## src/rtl/l1_pkg.sv

```systemverilog
// Shared definitions for the L1 line refill handler.
// The package holds the address split for one cache line unit of 8 x 32-bit
// words, the handler state type and small helpers for slicing addresses.
// Address layout: tag[31:9] | set[8:5] | word[4:2] | offset[1:0].
package l1_pkg;

  localparam int TAG_W      = 23;
  localparam int SET_W      = 4;
  localparam int WORD_W     = 3;
  localparam int LINE_WORDS = 1 << WORD_W;

  typedef enum logic [1:0] {
    IDLE = 2'd0,
    WB   = 2'd1,
    FILL = 2'd2,
    DONE = 2'd3
  } state_t;

  function automatic logic [TAG_W-1:0] addr_tag(input logic [31:0] a);
    return a[31 -: TAG_W];
  endfunction

  function automatic logic [SET_W-1:0] addr_set(input logic [31:0] a);
    return a[WORD_W+2 +: SET_W];
  endfunction

  // Word-aligned address of one word of a line.
  function automatic logic [31:0] line_addr(input logic [TAG_W-1:0]  tag,
                                            input logic [SET_W-1:0]  set,
                                            input logic [WORD_W-1:0] word);
    return {tag, set, word, 2'b00};
  endfunction

endpackage

```

## src/rtl/l1_line_refill_if.sv

```systemverilog
// Memory bus between the line refill handler and the memory system.
// One word moves per cycle in which mem_req and mem_ack are both high.
//   mem_req   request (master)
//   mem_we    1 = write, 0 = read (master)
//   mem_addr  word-aligned address (master)
//   mem_wdata write data (master)
//   mem_rdata read data, valid with mem_ack (slave)
//   mem_ack   one word completes this cycle (slave)
interface l1_line_refill_if;
  logic        mem_req;
  logic        mem_we;
  logic [31:0] mem_addr;
  logic [31:0] mem_wdata;
  logic [31:0] mem_rdata;
  logic        mem_ack;

  modport master (
    output mem_req, mem_we, mem_addr, mem_wdata,
    input  mem_rdata, mem_ack
  );

  modport slave (
    input  mem_req, mem_we, mem_addr, mem_wdata,
    output mem_rdata, mem_ack
  );
endinterface

```

## src/rtl/l1_line_refill.sv

```systemverilog
// Miss handler and metadata owner for one L1 cache line unit.
// On a miss it writes the dirty victim line back over the memory bus (reading
// it through the line's peek port), then refills the line word by word from the
// bus and republishes valid/tag/set. busy stalls the CPU via the controller.
// TAG_W + SET_W + WORD_W + 2 must equal 32.
// Ports:
//   clk, reset        clock (rising edge), asynchronous active-high reset
//   miss_req/addr     refill request, held until done; tag and set of the miss
//   cpu_wr_hit        CPU write hit on this line, marks it dirty
//   busy, done        handler not idle; one-cycle completion pulse
//   valid, my_tag_addr, my_set_addr, dirty   line metadata
//   peek_addr/rdata   victim read port of the line
//   fill_wreq/addr/wdata  full-word write port of the line
//   mem               memory bus master port
module l1_line_refill
  import l1_pkg::*;
#(
  parameter int TAG_W  = l1_pkg::TAG_W,
  parameter int SET_W  = l1_pkg::SET_W,
  parameter int WORD_W = l1_pkg::WORD_W
) (
  input  logic               clk,
  input  logic               reset,
  input  logic               miss_req,
  input  logic [31:0]        miss_addr,
  input  logic               cpu_wr_hit,
  output logic               busy,
  output logic               done,
  output logic               valid,
  output logic [TAG_W-1:0]   my_tag_addr,
  output logic [SET_W-1:0]   my_set_addr,
  output logic               dirty,
  output logic [31:0]        peek_addr,
  input  logic [31:0]        peek_rdata,
  output logic               fill_wreq,
  output logic [31:0]        fill_addr,
  output logic [31:0]        fill_wdata,
  l1_line_refill_if.master   mem
);

  state_t             state;
  logic [WORD_W-1:0]  cnt;
  logic [TAG_W-1:0]   miss_tag;
  logic [SET_W-1:0]   miss_set;
  logic [31:0]        peek_hold;

  logic [TAG_W-1:0]   req_tag;
  logic [SET_W-1:0]   req_set;
  logic [31:0]        wb_addr;
  logic [31:0]        rd_addr;
  logic               last_word;
  logic               unused_miss_addr;

  assign req_tag   = miss_addr[31 -: TAG_W];
  assign req_set   = miss_addr[WORD_W+2 +: SET_W];
  assign unused_miss_addr = ^miss_addr[WORD_W+1:0];

  // Victim words come from the line's current identity, refill words from the
  // latched miss identity.
  assign wb_addr   = {my_tag_addr, my_set_addr, cnt, 2'b00};
  assign rd_addr   = {miss_tag, miss_set, cnt, 2'b00};
  assign last_word = (cnt == {WORD_W{1'b1}});

  assign busy          = (state != IDLE);
  assign done          = (state == DONE);
  assign mem.mem_req   = (state == WB) || (state == FILL);
  assign mem.mem_we    = (state == WB);
  assign mem.mem_addr  = (state == WB) ? wb_addr : rd_addr;
  assign mem.mem_wdata = peek_rdata;

  // peek_addr tracks the victim word during WB and freezes afterwards.
  assign peek_addr  = (state == WB) ? wb_addr : peek_hold;

  // The line is written in the same cycle the bus returns the word.
  assign fill_wreq  = (state == FILL) && mem.mem_ack;
  assign fill_addr  = rd_addr;
  assign fill_wdata = mem.mem_rdata;

  always_ff @(posedge clk or posedge reset) begin
    if (reset) begin
      state       <= IDLE;
      cnt         <= '0;
      valid       <= 1'b0;
      dirty       <= 1'b0;
      my_tag_addr <= '0;
      my_set_addr <= '0;
    end else begin
      if (cpu_wr_hit && (state != FILL) && (state != DONE))
        dirty <= 1'b1;

      case (state)
        IDLE: begin
          if (miss_req) begin
            cnt <= '0;
            if (valid && (dirty || cpu_wr_hit)) begin
              state <= WB;
            end else begin
              state       <= FILL;
              valid       <= 1'b0;
              my_tag_addr <= req_tag;
              my_set_addr <= req_set;
            end
          end
        end
        WB: begin
          if (mem.mem_ack) begin
            cnt <= cnt + WORD_W'(1);
            // The counter wraps to 0 here, so the first refill word follows
            // the last victim word with mem_req held high.
            if (last_word) begin
              state       <= FILL;
              valid       <= 1'b0;
              my_tag_addr <= miss_tag;
              my_set_addr <= miss_set;
            end
          end
        end
        FILL: begin
          if (mem.mem_ack) begin
            cnt <= cnt + WORD_W'(1);
            if (last_word) begin
              state <= DONE;
              valid <= 1'b1;
              dirty <= 1'b0;
            end
          end
        end
        DONE: begin
          state <= IDLE;
        end
        default: state <= IDLE;
      endcase
    end
  end

  // Data-only registers: no reset needed, loaded before they are used.
  always_ff @(posedge clk) begin
    if ((state == IDLE) && miss_req) begin
      miss_tag <= req_tag;
      miss_set <= req_set;
    end
    if (state == WB)
      peek_hold <= wb_addr;
  end

endmodule
```

## src/flat_wrapper.sv

```systemverilog
// flat-port wrapper written by rule: the top's interface ports become plain ports
module l1_line_refill_flat import l1_pkg::*;
#(
  parameter int TAG_W  = l1_pkg::TAG_W,
  parameter int SET_W  = l1_pkg::SET_W,
  parameter int WORD_W = l1_pkg::WORD_W
)
  (clk, reset, miss_req, miss_addr, cpu_wr_hit, busy, done, valid, my_tag_addr, my_set_addr, dirty, peek_addr, peek_rdata, fill_wreq, fill_addr, fill_wdata, mem_mem_req, mem_mem_we, mem_mem_addr, mem_mem_wdata, mem_mem_rdata, mem_mem_ack);
  l1_line_refill_if mem_i ();
  input  logic clk;
  input  logic reset;
  input  logic miss_req;
  input  logic [31:0] miss_addr;
  input  logic cpu_wr_hit;
  output logic busy;
  output logic done;
  output logic valid;
  output logic [TAG_W-1:0] my_tag_addr;
  output logic [SET_W-1:0] my_set_addr;
  output logic dirty;
  output logic [31:0] peek_addr;
  input  logic [31:0] peek_rdata;
  output logic fill_wreq;
  output logic [31:0] fill_addr;
  output logic [31:0] fill_wdata;
  output wire logic [$bits(mem_i.mem_req)-1:0] mem_mem_req;
  output wire logic [$bits(mem_i.mem_we)-1:0] mem_mem_we;
  output wire logic [$bits(mem_i.mem_addr)-1:0] mem_mem_addr;
  output wire logic [$bits(mem_i.mem_wdata)-1:0] mem_mem_wdata;
  input wire logic [$bits(mem_i.mem_rdata)-1:0] mem_mem_rdata;
  input wire logic [$bits(mem_i.mem_ack)-1:0] mem_mem_ack;
  assign mem_mem_req = mem_i.mem_req;
  assign mem_mem_we = mem_i.mem_we;
  assign mem_mem_addr = mem_i.mem_addr;
  assign mem_mem_wdata = mem_i.mem_wdata;
  assign mem_i.mem_rdata = mem_mem_rdata;
  assign mem_i.mem_ack = mem_mem_ack;
  l1_line_refill #(.TAG_W(TAG_W), .SET_W(SET_W), .WORD_W(WORD_W)) u_core (.clk(clk), .reset(reset), .miss_req(miss_req), .miss_addr(miss_addr), .cpu_wr_hit(cpu_wr_hit), .busy(busy), .done(done), .valid(valid), .my_tag_addr(my_tag_addr), .my_set_addr(my_set_addr), .dirty(dirty), .peek_addr(peek_addr), .peek_rdata(peek_rdata), .fill_wreq(fill_wreq), .fill_addr(fill_addr), .fill_wdata(fill_wdata), .mem(mem_i));
endmodule
```

## config.mk

```make
export PLATFORM = sky130hd
export DESIGN_NAME = l1_line_refill_flat
export DESIGN_NICKNAME = d
export VERILOG_FILES = /design/src/rtl/l1_pkg.sv /design/src/rtl/l1_line_refill_if.sv /design/src/rtl/l1_line_refill.sv /design/src/flat_wrapper.sv
export SDC_FILE = /design/constraint.sdc
export NUM_CORES = 1
export LEC_CHECK = 0
export ABC_CLOCK_PERIOD_IN_PS = 3100
export BUFFER_PORTS_ARGS = -buffer_cell sky130_fd_sc_hd__buf_4
export CORE_AREA = 2 2 116 118
export DETAILED_ROUTE_END_ITERATION = 7
export DIE_AREA = 0 0 118 120
export GPL_ROUTABILITY_DRIVEN = 0
export PLACE_DENSITY = 0.79
export SYNTH_ARGS = -nofsm -noshare
export SYNTH_HDL_FRONTEND = slang
export SYNTH_SLANG_ARGS = --single-unit
```

## constraint.sdc

```tcl
create_clock -name clk -period 3.1 [get_ports clk]
set_input_delay 0.155 -clock clk [delete_from_list [all_inputs] [get_ports clk]]
set_output_delay 0.155 -clock clk [all_outputs]
set_load 0.02 [all_outputs]
```

==> results.md <==
- Top FF cell, synth: dfrtp_1
- Run status: completed
- Setup Fix Bufs, Post-CTS: 0
- R2R setup slack: just over 0.7 ns
- Critical setup path kind: reg2out
- Asr flop ratio synth: between 30% and 40%
- Critical path's slowest cell: ha_4
- Leakage: ~0.0027 uW
- Initial Util: 34.31%
- # DRC: 0
- Clock root buffer: clkbuf_16
- Worst EP required: approximately 2.9 ns
- Tot GR Track Use: 16.47%
- Post-Syn Area: 0.004453 mm2
- Synth Instances: 415
- Fill count: 1,180
- Syn. warnings: 0
- RSZ-0062 raised after global routing: false
- CTS tree: yes
- WL final: 11,820 um
- Crit path DAT: between 2 and 2.5 ns
- Crit path depth: 6
- Final Max Slew Viols: 0
- Ranking of synthesized cells by area: dfrtp_1 (19%), edfxtp_1 (18%), mux2_2 (15%)
- Power per cell area: 1177 mW/mm2
- Hold path cells: 2
- Post-Layout Cell Count: 712
- WL/cell: 16.60 um
- Die outline width: 118 um
- Cell taking the most area after synthesis: dfrtp_1
- First-pass GRT wire length: between 15,000 and 20,000 um
- Vias per cell: roughly 4.5
- Resized cells post-CTS: 0
- Crit. End Element: output pin
- FF-to-FF path depth: 6
- Setup Viol. Count Final: 0
- H-tree depth: 3
- Largest net degree at the start of global routing: 61
- Top cell type's share of synthesized area: 19.11%
- Via count of the routed design: about 3,200
- Setup TNS: 0 ns
- Top post-synthesis cells by count: buf_4 (71), inv_1 (60), mux2_2 (58)
- Yosys reg bits: 93
- CP Cell Sequence: inv_1 > ha_4 > buf_12 > nand2_1 > o21ai_0 > buf_4
- Worst Hold Path EP: u_core.dirty
- IO Port Bufs: around 160
- Initial antenna violation count: 0
- Hold Startpoint: mem_mem_ack
- Relative max-transition margin: a little under half
- Clk slew on worst S/H paths: 0.06 ns
- Layout Skew: about 0.0080 ns
- Period utilization: roughly four fifths
- Diode count: 0
- Min cycle time layout: 2.505 ns
- CTS hold repair buffers: 28
- Final-stage net count: around 640
- Worst-Skew Late Latency: 0.34 ns
- Number of global-route vias before repair: 3,352
- Total CTS buffers: 9
- Most common cell in the netlist: buf_4
- Hold Path Class: in2reg
- DP HPWL: 8691 um
- Total Power: 6894 uW
- Crit start category: flop
- Die Ht: between 100 and 150 um
- CP Buf/Inv Count: 3
- Register area share after synthesis: approximately 52%
- FP Rows: 42
- Drt first pass iters: 4
- Gr ovfl total: 0
- Antenna-violating nets left: 0
- Synth unique cells: 29
- DP Cell Count: approximately 670
- Fmax achieved: between 300 and 400 MHz
- Final Util: between 40% and 50%
- DRT iter0 DRCs: between 70 and 80
- Critical path's top delay family: buffers and inverters
- Crit path max fanout: 60
- Peak VDD IR: roughly 0.00063 V
- RR Startpoint: u_core.state[1]
- I/O pins: 295
- Area grow syn2layout: 31.53%
- Max Cap Viol: 0
- Synthesized area per cell: 10.73 um2
- Worst Tran Pin Value: 0.8049 ns
- Slowest stage delay, CP: 0.57 ns
- Number of flops mapped to enable cells by yosys: 27
- Final hold vios: 0
- Core area: 0.01298 mm2
- Clock Tree Buf Depth: 2
- Layout cells sized above 1: 44.03%
- Sink Count: 93
- R2r endpoint: u_core.my_tag_addr[14]
- Die ar.: 0.01416 mm2
[cell usage in the layout, fill, tap and decap left out]
| cell | n |
|---|---|
| ha_4 | 1 |
| clkbuf_8 | 1 |
| nor2b_1 | 5 |
| clkbuf_1 | 2 |
| nor3_1 | 1 |
| inv_1 | 59 |
| a2111oi_4 | 1 |
| mux2_1 | 1 |
| o41ai_1 | 1 |
| buf_4 | 160 |
| and2_1 | 1 |
| nor2_1 | 3 |
| dlygate4sd3_1 | 28 |
| mux2_2 | 58 |
| and2_2 | 1 |
| clkinv_1 | 1 |
| nor4_1 | 1 |
| inv_4 | 2 |
| clkinv_2 | 2 |
| conb_1 | 4 |
| o31ai_1 | 1 |
| ha_1 | 6 |
| mux2i_1 | 2 |
| dfxtp_1 | 32 |
| edfxtp_1 | 27 |
| clkbuf_16 | 9 |
| o21ai_0 | 56 |
| o211a_1 | 1 |
| a2bb2oi_1 | 1 |
| dfrtp_1 | 34 |
| nand2_1 | 30 |
| buf_12 | 1 |
| a31oi_1 | 1 |
| a21oi_1 | 2 |
[layer usage]
metal,vias to the layer above,GRT usage [%],wire [um]
li1,1519,-,-
met1,1511,16.64,4252
met2,146,28.82,6010
met3,43,7.034,1134
met4,0,8.810,418
met5,-,0,0
[cell families (layout without fill, tap and decap cells)]
group,count (synthesis),after routing,synth area share [%]
AO/OA/AOI/OAI,64,64,8.064
adder cells (fa/ha/maj),7,7,1.967
buffers and inverters,147,265,18.80
flip-flops,93,93,51.70
multiplexers,61,61,15.37
other,1,4,0.08421
AND/OR/NAND/NOR,42,42,4.018
[layout make-up]
type	count	area (um2)	area share [%]
flip-flops and latches	93	2302	39.31
repair buffers	189	1501	25.64
multi-input cells	178	1339	22.86
clock buffers	12	246.5	4.208
inverters	60	225.2	3.845
well taps	176	220.2	3.760
clock inverters	4	22.52	0.3845
[state kept, by name (all words and copies together), names as in the netlist]
signal	flops
u_core.my_set_addr	4
u_core.miss_set	4
u_core.peek_hold	32
u_core.cnt	3
u_core.my_tag_addr	23
u_core.valid	1
u_core.miss_tag	23
u_core.dirty	1
u_core.state	2
[how the worst max path moves through the flow]
stage	startpoint	endpoint	slack (ns)
finish	u_core.state[1]	peek_addr[20]	0.60
detailed placement	u_core.state[1]	u_core.my_tag_addr[14]	0.68
global placement	u_core.state[1]	u_core.my_tag_addr[12]	0.79
floorplan	u_core.state[1]	u_core.peek_hold[10]	0.80
CTS	u_core.state[1]	mem_mem_addr[10]	0.55
global route	u_core.state[1]	peek_addr[10]	0.44
[metrics by stage]
stage	hold WS, ns	cell area, um2	setup slack, ns
global placement	0.1500	5308	0.7944
CTS	0.03514	5857	0.5486
finish	0.05479	5857	0.5950
floorplan	0.2539	4464	0.7979
detailed placement	0.1478	5308	0.6850
global route	0.06077	5857	0.4352
[worst register-to-register path, cell delays in order, from the launching register on]
cell and delay (ns):
dfrtp_1 0.43, inv_1 0.14, ha_4 0.57, nor2_1 0.17
a2111oi_4 0.24, buf_4 0.33, mux2_2 0.38
[power by group]
part           switching [uW]  internal [uW]
registers                 302           1790
logic                    2140           1650
clock network             450            564
total                    2890           4010
No activity file was read; power rests on OpenSTA's default activity.
